**src/rtl/lanectrl_pause_pkg.sv**
```systemverilog
// Shared types and limits for the multi-lane HS_IO_CLK_PAUSE conditioner.
// Holds the per-lane state encoding, the lane counter width and the
// legal parameter ranges checked at elaboration by the top level.
package lanectrl_pause_pkg;

  // Per-lane pause conditioning states
  typedef enum logic [1:0] {
    LANE_IDLE   = 2'd0,
    LANE_ASSERT = 2'd1,
    LANE_HOLD   = 2'd2,
    LANE_GAP    = 2'd3
  } lane_state_e;

  // Width of the per-lane pulse/gap down-counter
  localparam int LANE_CNT_W = 4;

  // Legal parameter ranges
  localparam int NUM_LANES_MIN   = 1;
  localparam int NUM_LANES_MAX   = 16;
  localparam int SYNC_STAGES_MIN = 1;
  localparam int SYNC_STAGES_MAX = 4;
  localparam int MIN_PULSE_MIN   = 1;
  localparam int MIN_PULSE_MAX   = 15;
  localparam int MIN_GAP_MIN     = 0;
  localparam int MIN_GAP_MAX     = 15;
  localparam int CNT_W_MIN       = 1;

endpackage

```
**src/rtl/lanectrl_pause_lane.sv**
```systemverilog
// One pause lane: synchroniser chain, width-enforcing FSM and its counter.
// out_o is registered; stretch_evt_o is a one-cycle strobe issued on the
// cycle a stretched pulse finishes its minimum-width phase.
module lanectrl_pause_lane
  import lanectrl_pause_pkg::*;
#(
  parameter int SYNC_STAGES = 2,
  parameter int MIN_PULSE   = 2,
  parameter int MIN_GAP     = 1
) (
  input  logic CLK,
  input  logic RESET,
  input  logic pause_i,
  input  logic mask_i,
  output logic out_o,
  output logic stretch_evt_o
);

  localparam logic [LANE_CNT_W-1:0] PULSE_LOAD = LANE_CNT_W'(MIN_PULSE - 1);
  localparam logic [LANE_CNT_W-1:0] GAP_LOAD   =
      LANE_CNT_W'((MIN_GAP > 0) ? (MIN_GAP - 1) : 0);
  localparam bit HAS_GAP = (MIN_GAP > 0);

  logic [SYNC_STAGES-1:0] sync_q;
  logic                   s;

  lane_state_e            state_q, state_d;
  logic [LANE_CNT_W-1:0]  cnt_q, cnt_d;
  logic                   fell_q, fell_d;   // s dropped during ASSERT
  logic                   pend_q, pend_d;   // request seen during GAP
  logic                   out_q, out_d;
  logic                   stretch_evt;

  genvar gi;
  generate
    for (gi = 0; gi < SYNC_STAGES; gi++) begin : g_sync
      if (gi == 0) begin : g_first
        // First synchroniser stage captures the asynchronous request
        always_ff @(posedge CLK or posedge RESET) begin
          if (RESET) sync_q[0] <= 1'b0;
          else       sync_q[0] <= pause_i;
        end
      end else begin : g_next
        // Further stages settle metastability
        always_ff @(posedge CLK or posedge RESET) begin
          if (RESET) sync_q[gi] <= 1'b0;
          else       sync_q[gi] <= sync_q[gi-1];
        end
      end
    end
  endgenerate

  assign s = sync_q[SYNC_STAGES-1];

  // State, counter, flags and output register
  always_ff @(posedge CLK or posedge RESET) begin
    if (RESET) begin
      state_q <= LANE_IDLE;
      cnt_q   <= '0;
      fell_q  <= 1'b0;
      pend_q  <= 1'b0;
      out_q   <= 1'b0;
    end else begin
      state_q <= state_d;
      cnt_q   <= cnt_d;
      fell_q  <= fell_d;
      pend_q  <= pend_d;
      out_q   <= out_d;
    end
  end

  // Next-state logic; a cleared mask overrides everything and drops to IDLE
  always_comb begin
    state_d     = state_q;
    cnt_d       = cnt_q;
    fell_d      = fell_q;
    pend_d      = pend_q;
    stretch_evt = 1'b0;
    case (state_q)
      LANE_IDLE: begin
        if ((s || pend_q) && mask_i) begin
          state_d = LANE_ASSERT;
          cnt_d   = PULSE_LOAD;
          fell_d  = 1'b0;
          pend_d  = 1'b0;
        end
      end
      LANE_ASSERT: begin
        if (!s) fell_d = 1'b0 | 1'b1;
        if (cnt_q == '0) begin
          stretch_evt = fell_q || !s;
          if (s) begin
            state_d = LANE_HOLD;
          end else if (HAS_GAP) begin
            state_d = LANE_GAP;
            cnt_d   = GAP_LOAD;
          end else begin
            state_d = LANE_IDLE;
          end
        end else begin
          cnt_d = cnt_q - 1'b1;
        end
      end
      LANE_HOLD: begin
        if (!s) begin
          if (HAS_GAP) begin
            state_d = LANE_GAP;
            cnt_d   = GAP_LOAD;
          end else begin
            state_d = LANE_IDLE;
          end
        end
      end
      LANE_GAP: begin
        // A short request arriving here is remembered and served from IDLE
        if (s) pend_d = 1'b1;
        if (cnt_q == '0) state_d = LANE_IDLE;
        else             cnt_d   = cnt_q - 1'b1;
      end
      default: state_d = LANE_IDLE;
    endcase
    if (!mask_i) begin
      state_d     = LANE_IDLE;
      pend_d      = 1'b0;
      stretch_evt = 1'b0;
    end
    out_d = (state_d == LANE_ASSERT) || (state_d == LANE_HOLD);
  end

  assign out_o         = out_q;
  assign stretch_evt_o = stretch_evt;

endmodule

```
**src/rtl/lanectrl_pause_sync_multi.sv**
```systemverilog
// Multi-lane HS_IO_CLK_PAUSE synchroniser/conditioner with aggregate status
// and a saturating count of stretched pulses.
// Optional build macro LANECTRL_PAUSE_NEGEDGE_OUT_EN re-registers the lane
// outputs on the falling edge of CLK for negedge-sampling clock gates.
module lanectrl_pause_sync_multi
  import lanectrl_pause_pkg::*;
#(
  parameter int NUM_LANES   = 4,
  parameter int SYNC_STAGES = 2,
  parameter int MIN_PULSE   = 2,
  parameter int MIN_GAP     = 1,
  parameter int CNT_W       = 8
) (
  input  logic                 CLK,
  input  logic                 RESET,
  input  logic [NUM_LANES-1:0] HS_IO_CLK_PAUSE,
  input  logic [NUM_LANES-1:0] LANE_MASK,
  input  logic                 CNT_CLR,
  output logic [NUM_LANES-1:0] HS_IO_CLK_PAUSE_SYNC,
  output logic                 PAUSE_ANY,
  output logic                 PAUSE_ALL,
  output logic [CNT_W-1:0]     STRETCH_CNT
);

  // Extra headroom so up to 16 simultaneous events never wrap before saturation
  localparam int EXT_W = CNT_W + 5;
  localparam logic [EXT_W-1:0] SAT_VAL = EXT_W'({CNT_W{1'b1}});

  generate
    if (NUM_LANES < NUM_LANES_MIN || NUM_LANES > NUM_LANES_MAX) begin : g_bad_lanes
      $error("lanectrl_pause_sync_multi: NUM_LANES out of range");
    end
    if (SYNC_STAGES < SYNC_STAGES_MIN || SYNC_STAGES > SYNC_STAGES_MAX) begin : g_bad_sync
      $error("lanectrl_pause_sync_multi: SYNC_STAGES out of range");
    end
    if (MIN_PULSE < MIN_PULSE_MIN || MIN_PULSE > MIN_PULSE_MAX) begin : g_bad_pulse
      $error("lanectrl_pause_sync_multi: MIN_PULSE out of range");
    end
    if (MIN_GAP < MIN_GAP_MIN || MIN_GAP > MIN_GAP_MAX) begin : g_bad_gap
      $error("lanectrl_pause_sync_multi: MIN_GAP out of range");
    end
    if (CNT_W < CNT_W_MIN) begin : g_bad_cnt
      $error("lanectrl_pause_sync_multi: CNT_W out of range");
    end
  endgenerate

  logic [NUM_LANES-1:0] lane_out;
  logic [NUM_LANES-1:0] lane_evt;
  logic [NUM_LANES-1:0] pause_vec;
  logic [EXT_W-1:0]     evt_sum;
  logic [EXT_W-1:0]     sum_ext;
  logic [CNT_W-1:0]     cnt_q, cnt_d;

  genvar gi;
  generate
    for (gi = 0; gi < NUM_LANES; gi++) begin : g_lane
      lanectrl_pause_lane #(
        .SYNC_STAGES (SYNC_STAGES),
        .MIN_PULSE   (MIN_PULSE),
        .MIN_GAP     (MIN_GAP)
      ) u_lane (
        .CLK           (CLK),
        .RESET         (RESET),
        .pause_i       (HS_IO_CLK_PAUSE[gi]),
        .mask_i        (LANE_MASK[gi]),
        .out_o         (lane_out[gi]),
        .stretch_evt_o (lane_evt[gi])
      );
    end
  endgenerate

`ifdef LANECTRL_PAUSE_NEGEDGE_OUT_EN
  logic [NUM_LANES-1:0] out_neg_q;

  // Half-cycle retime of the lane outputs for opposite-edge consumers
  always_ff @(negedge CLK or posedge RESET) begin
    if (RESET) out_neg_q <= '0;
    else       out_neg_q <= lane_out;
  end

  assign pause_vec = out_neg_q;
`else
  assign pause_vec = lane_out;
`endif

  assign HS_IO_CLK_PAUSE_SYNC = pause_vec;
  assign PAUSE_ANY = |pause_vec;
  // Masked lanes count as paused; an all-masked block reports not paused
  assign PAUSE_ALL = (|LANE_MASK) & (&(pause_vec | ~LANE_MASK));

  // Population count of lanes finishing a stretched pulse this cycle
  always_comb begin
    evt_sum = '0;
    for (int i = 0; i < NUM_LANES; i++) begin
      evt_sum = evt_sum + EXT_W'(lane_evt[i]);
    end
  end

  // Saturating increment; clear wins over any same-cycle increment
  always_comb begin
    sum_ext = EXT_W'(cnt_q) + evt_sum;
    if (CNT_CLR)               cnt_d = '0;
    else if (sum_ext > SAT_VAL) cnt_d = {CNT_W{1'b1}};
    else                       cnt_d = sum_ext[CNT_W-1:0];
  end

  // Stretch counter register
  always_ff @(posedge CLK or posedge RESET) begin
    if (RESET) cnt_q <= '0;
    else       cnt_q <= cnt_d;
  end

  assign STRETCH_CNT = cnt_q;

endmodule
```
**config.mk**
```make
export PLATFORM = sky130hd
export DESIGN_NAME = lanectrl_pause_sync_multi
export DESIGN_NICKNAME = d
export VERILOG_FILES = /design/src/rtl/lanectrl_pause_pkg.sv /design/src/rtl/lanectrl_pause_lane.sv /design/src/rtl/lanectrl_pause_sync_multi.sv
export SDC_FILE = /design/constraint.sdc
export NUM_CORES = 1
export LEC_CHECK = 0
export CAP_MARGIN = 20
export CELL_PAD_IN_SITES_DETAIL_PLACEMENT = 1
export CELL_PAD_IN_SITES_GLOBAL_PLACEMENT = 1
export CORE_UTILIZATION = 45
export DETAILED_ROUTE_END_ITERATION = 8
export GPL_ROUTABILITY_DRIVEN = 0
export PLACE_DENSITY_LB_ADDON = 0.1
export SLEW_MARGIN = 20
export SYNTH_ARGS = -nofsm -noshare
export SYNTH_HDL_FRONTEND = slang
export SYNTH_SLANG_ARGS = --single-unit
```
**constraint.sdc**
```tcl
create_clock -name CLK -period 3.7 [get_ports CLK]
set_clock_uncertainty 0.05 [all_clocks]
set_input_delay 0.37 -clock CLK [delete_from_list [all_inputs] [get_ports CLK]]
set_output_delay 0.37 -clock CLK [all_outputs]
set_load 0.02 [all_outputs]
```
==> metrics <==
CP startpoint kind flip-flop; Critical Path Max Stage Delay 0.49 ns; area of the multi-input gates 0.00136 mm²; Peak VDD IR 331 µV; Most Frequent Cell on Critical Path fa_1; Yosys reg bits 52; unrepaired setup endpoints after global routing false; Post-Synthesis Cells 306; Post-CTS Resized 0; sequential fraction of design power 0.416; RR Startpoint g_lane[2].u_lane.cnt_q[0]; sequential area share after synthesis 0.449; TritonCTS clock tree built; Clk network pwr share 0.195; Synth Area in XOR/XNOR 0.0211; Total Routing Usage GR 0.224; first-pass GRT wire length 11.3 mm; Pwr Total 2.24 mW; Final Max Tran Viols 0; Die Width 82.3 µm; Setup CP Type reg2reg; site row count 28; met3 usage 0.0396; Max Clk Rate 298 MHz; Vias/cell 5.82; DIE HEIGHT 82.3 µm; CTS buffer count 5; largest net degree at the start of global routing 45; multiplexer share of the synthesized area 0.0207; synth unique cells 60; slew margin rel. 0.600; vias in the first global route 2,321; Crit. End Element flip-flop; # setup viols final 0; Sw Pwr 0.868 mW; Clock Root Buffer clkbuf_8; PD cells 679 mW/mm²; total number of vias 2,326; fin nets 346; Int Pwr 1.37 mW; core area 0.00606 mm²; adder-cell area share of the yosys netlist 0.0552; Initial Utilization 0.478; CP max-delay cell fa_1; initial antenna violation count 0; # diodes 0; aggregate global routing overflow 0; largest family of logic cells by synthesized area compound AO/OA/AOI/OAI gates; Routed Antenna Nets 0; max cap viols 0; Critical path origin g_lane[2].u_lane.cnt_q[0]; syn avg cell area 9.47 µm²; worst path cell trace inv_1 > ha_1 > and4bb_4 > o2111ai_1 > fa_1 > fa_1 > inv_1 > fa_1 > nand3_1 > nor2_1 > nand3_1 > a21oi_1; Post-Syn Nets 328; Post-synth ARST share 1.00; DR WL/cell 17.1 µm; dpl cell area 0.00315 mm²; CP max FO 6; Core Util, Final 0.544; global routing met1 resource utilization 0.298; Worst EP arrival 3.55 ns; Final Hold Fails 0; DR pass1 iterations 4; Combinational Power Share 0.389; # IOs 25; crit path time final 3.36 ns; Register Area 0.00130 mm²; synth warn 0; post-route cell area 0.00330 mm²; Routed WL 6.83 mm; GR peak layer met2; Port Buf Inserts 24; Synth Area in Compound Gates 0.214; clk slew on worst S/H paths 0.10 ns; GR Util met2 0.368; full die area 0.00677 mm²; Synth Area in Simple Gates 0.160; Top FF cell, synth dfrtp_1; setup bufs post-CTS 0; final std cells w/o fill 400; Worst-Margin Slew 0.599 ns; # hold bufs at CTS 0; HP Class in2async; # DRC 0; Fillers 707; Clock Latency Late Sink 0.32 ns; post-synthesis cell area 0.00290 mm²; clock buffer depth 2; sw frac 0.388; part of the cycle the worst path needs 0.907; Placed Cells 391; Post-synth EDFFs 0; initial drt markers 119; status complete, no violations; Req. time, crit path 3.89 ns; Leakage 1.41 nW; TritonCTS Sinks 52; Layout area overhead 13.7%; proportion of layout cells with a drive suffix above 1 0.0769; H-Tree Depth 2; Fin Setup TNS 0 ns; post-DP HPWL 4.86 mm
## cells by family after synthesis
family / count (synthesis)
xor gates and xnor gates: 7
buffers and inverters: 50
adders and majority gates: 11
AOI/OAI and AO/OA: 97
and+or+nand+nor: 83
muxes: 6
DFF: 52
## flip-flops by register name, summed over array words and instances, names as in the netlist
signal,flops
STRETCH_CNT,8
g_lane.u_lane.cnt_q,16
g_lane.u_lane.fell_q,4
g_lane.u_lane.out_o,4
g_lane.u_lane.pend_q,4
g_lane.u_lane.s,4
g_lane.u_lane.state_q,8
g_lane.u_lane.sync_q,4
## routing by layer
| layer | wire (µm) | share of wire |
|---|---|---|
| met4 | 59 | 0.0086 |
| met5 | 0 | 0 |
| met3 | 237 | 0.035 |
| met2 | 3230 | 0.47 |
| met1 | 3300 | 0.48 |
## worst max-delay path, delay by kind of cell, from the launching register on
family | cells | cell delay [ns]
fa+ha+maj | 4 | 1.41
simple gates | 4 | 0.83
flops | 1 | 0.42
compound gates | 2 | 0.35
buf+inv | 2 | 0.20
## synth_stat cells (all sizes together), types with 2 or more instances
cell	instances	area, µm²
dfrtp	52	1300
a21oi	22	110
fa	3	60.1
a221oi	2	23.8
and4bb	2	28.8
nand2	16	60.1
ha	8	100
inv	32	120
nor2b	8	52.6
mux2i	6	60.1
buf	10	73.8
o2111ai	5	43.8
nor3	7	35.0
a211oi	3	22.5
clkbuf	8	40.0
and2	2	12.5
a22o	2	17.5
o21a	3	22.5
or2	2	12.5
xnor2	4	35.0
o31ai	3	22.5
o21ai	34	170
a22oi	2	15.0
or3	2	12.5
or4	2	15.0
nor3b	5	47.5
nor4	3	18.8
a31oi	3	18.8
o22ai	5	31.3
nor2	20	75.1
nand3b	2	15.0
o41ai	2	17.5
nand2b	2	12.5
xor2	3	26.3
nand3	6	30.0
## worst paths after layout
check / to / slack (ns) / cells after the start
setup / recovery: STRETCH_CNT[1] / 0.34 / 12
hold / removal: g_lane[1].u_lane.sync_q[0] / 0.25 / 2
setup reg to reg: STRETCH_CNT[1] / 0.34 / 12
hold reg to reg: g_lane[0].u_lane.s / 0.30 / 0
max in group asynchronous: STRETCH_CNT[7] / 2.69 / 4
min in group CLK: g_lane[0].u_lane.s / 0.30 / 0
## cell type report
class                      instances  share of cell area
multi-input combinational        204               0.414
sequential                        52               0.395
timing repair buffer              29              0.0881
inverter                          32              0.0364
clock buffer                       7              0.0292
tap                               75              0.0285
clock inverter                     1             0.00911
## power by group through the flow
stage	sequential, mW	clock (mW)	combinational, mW
after floorplan	0.841	0	0.706
after global placement	0.926	0	0.834
after detailed placement	0.939	0	0.864
after CTS	0.928	0.446	0.874
after global routing	0.957	0.465	0.982
final	0.931	0.436	0.871
## cells in the final DEF (no fill, tap or decap), drive strengths merged, types with 3 or more instances in the layout
master,n
dfrtp,52
nor3b,5
nor3,7
inv,32
clkdlybuf4s50,24
o21ai,34
clkbuf,7
o2111ai,5
nor2b,8
fa,3
xor2,3
o31ai,3
ha,8
nand3,6
mux2i,6
nor2,20
a211oi,3
o22ai,5
a21oi,22
o21a,3
nor4,3
a31oi,3
xnor2,4
nand2,16
buf,5
## through the flow
stage / hold WS [ns] / setup slack [ns]
3_5_place_dp: 0.286 / 0.319
6_report: 0.246 / 0.344
4_1_cts: 0.308 / 0.303
3_3_place_gp: 0.284 / 0.475
5_1_grt: 0.291 / 0.0449
2_1_floorplan: 0.281 / 0.690
Note: power is estimated with default switching activity, not from simulation.
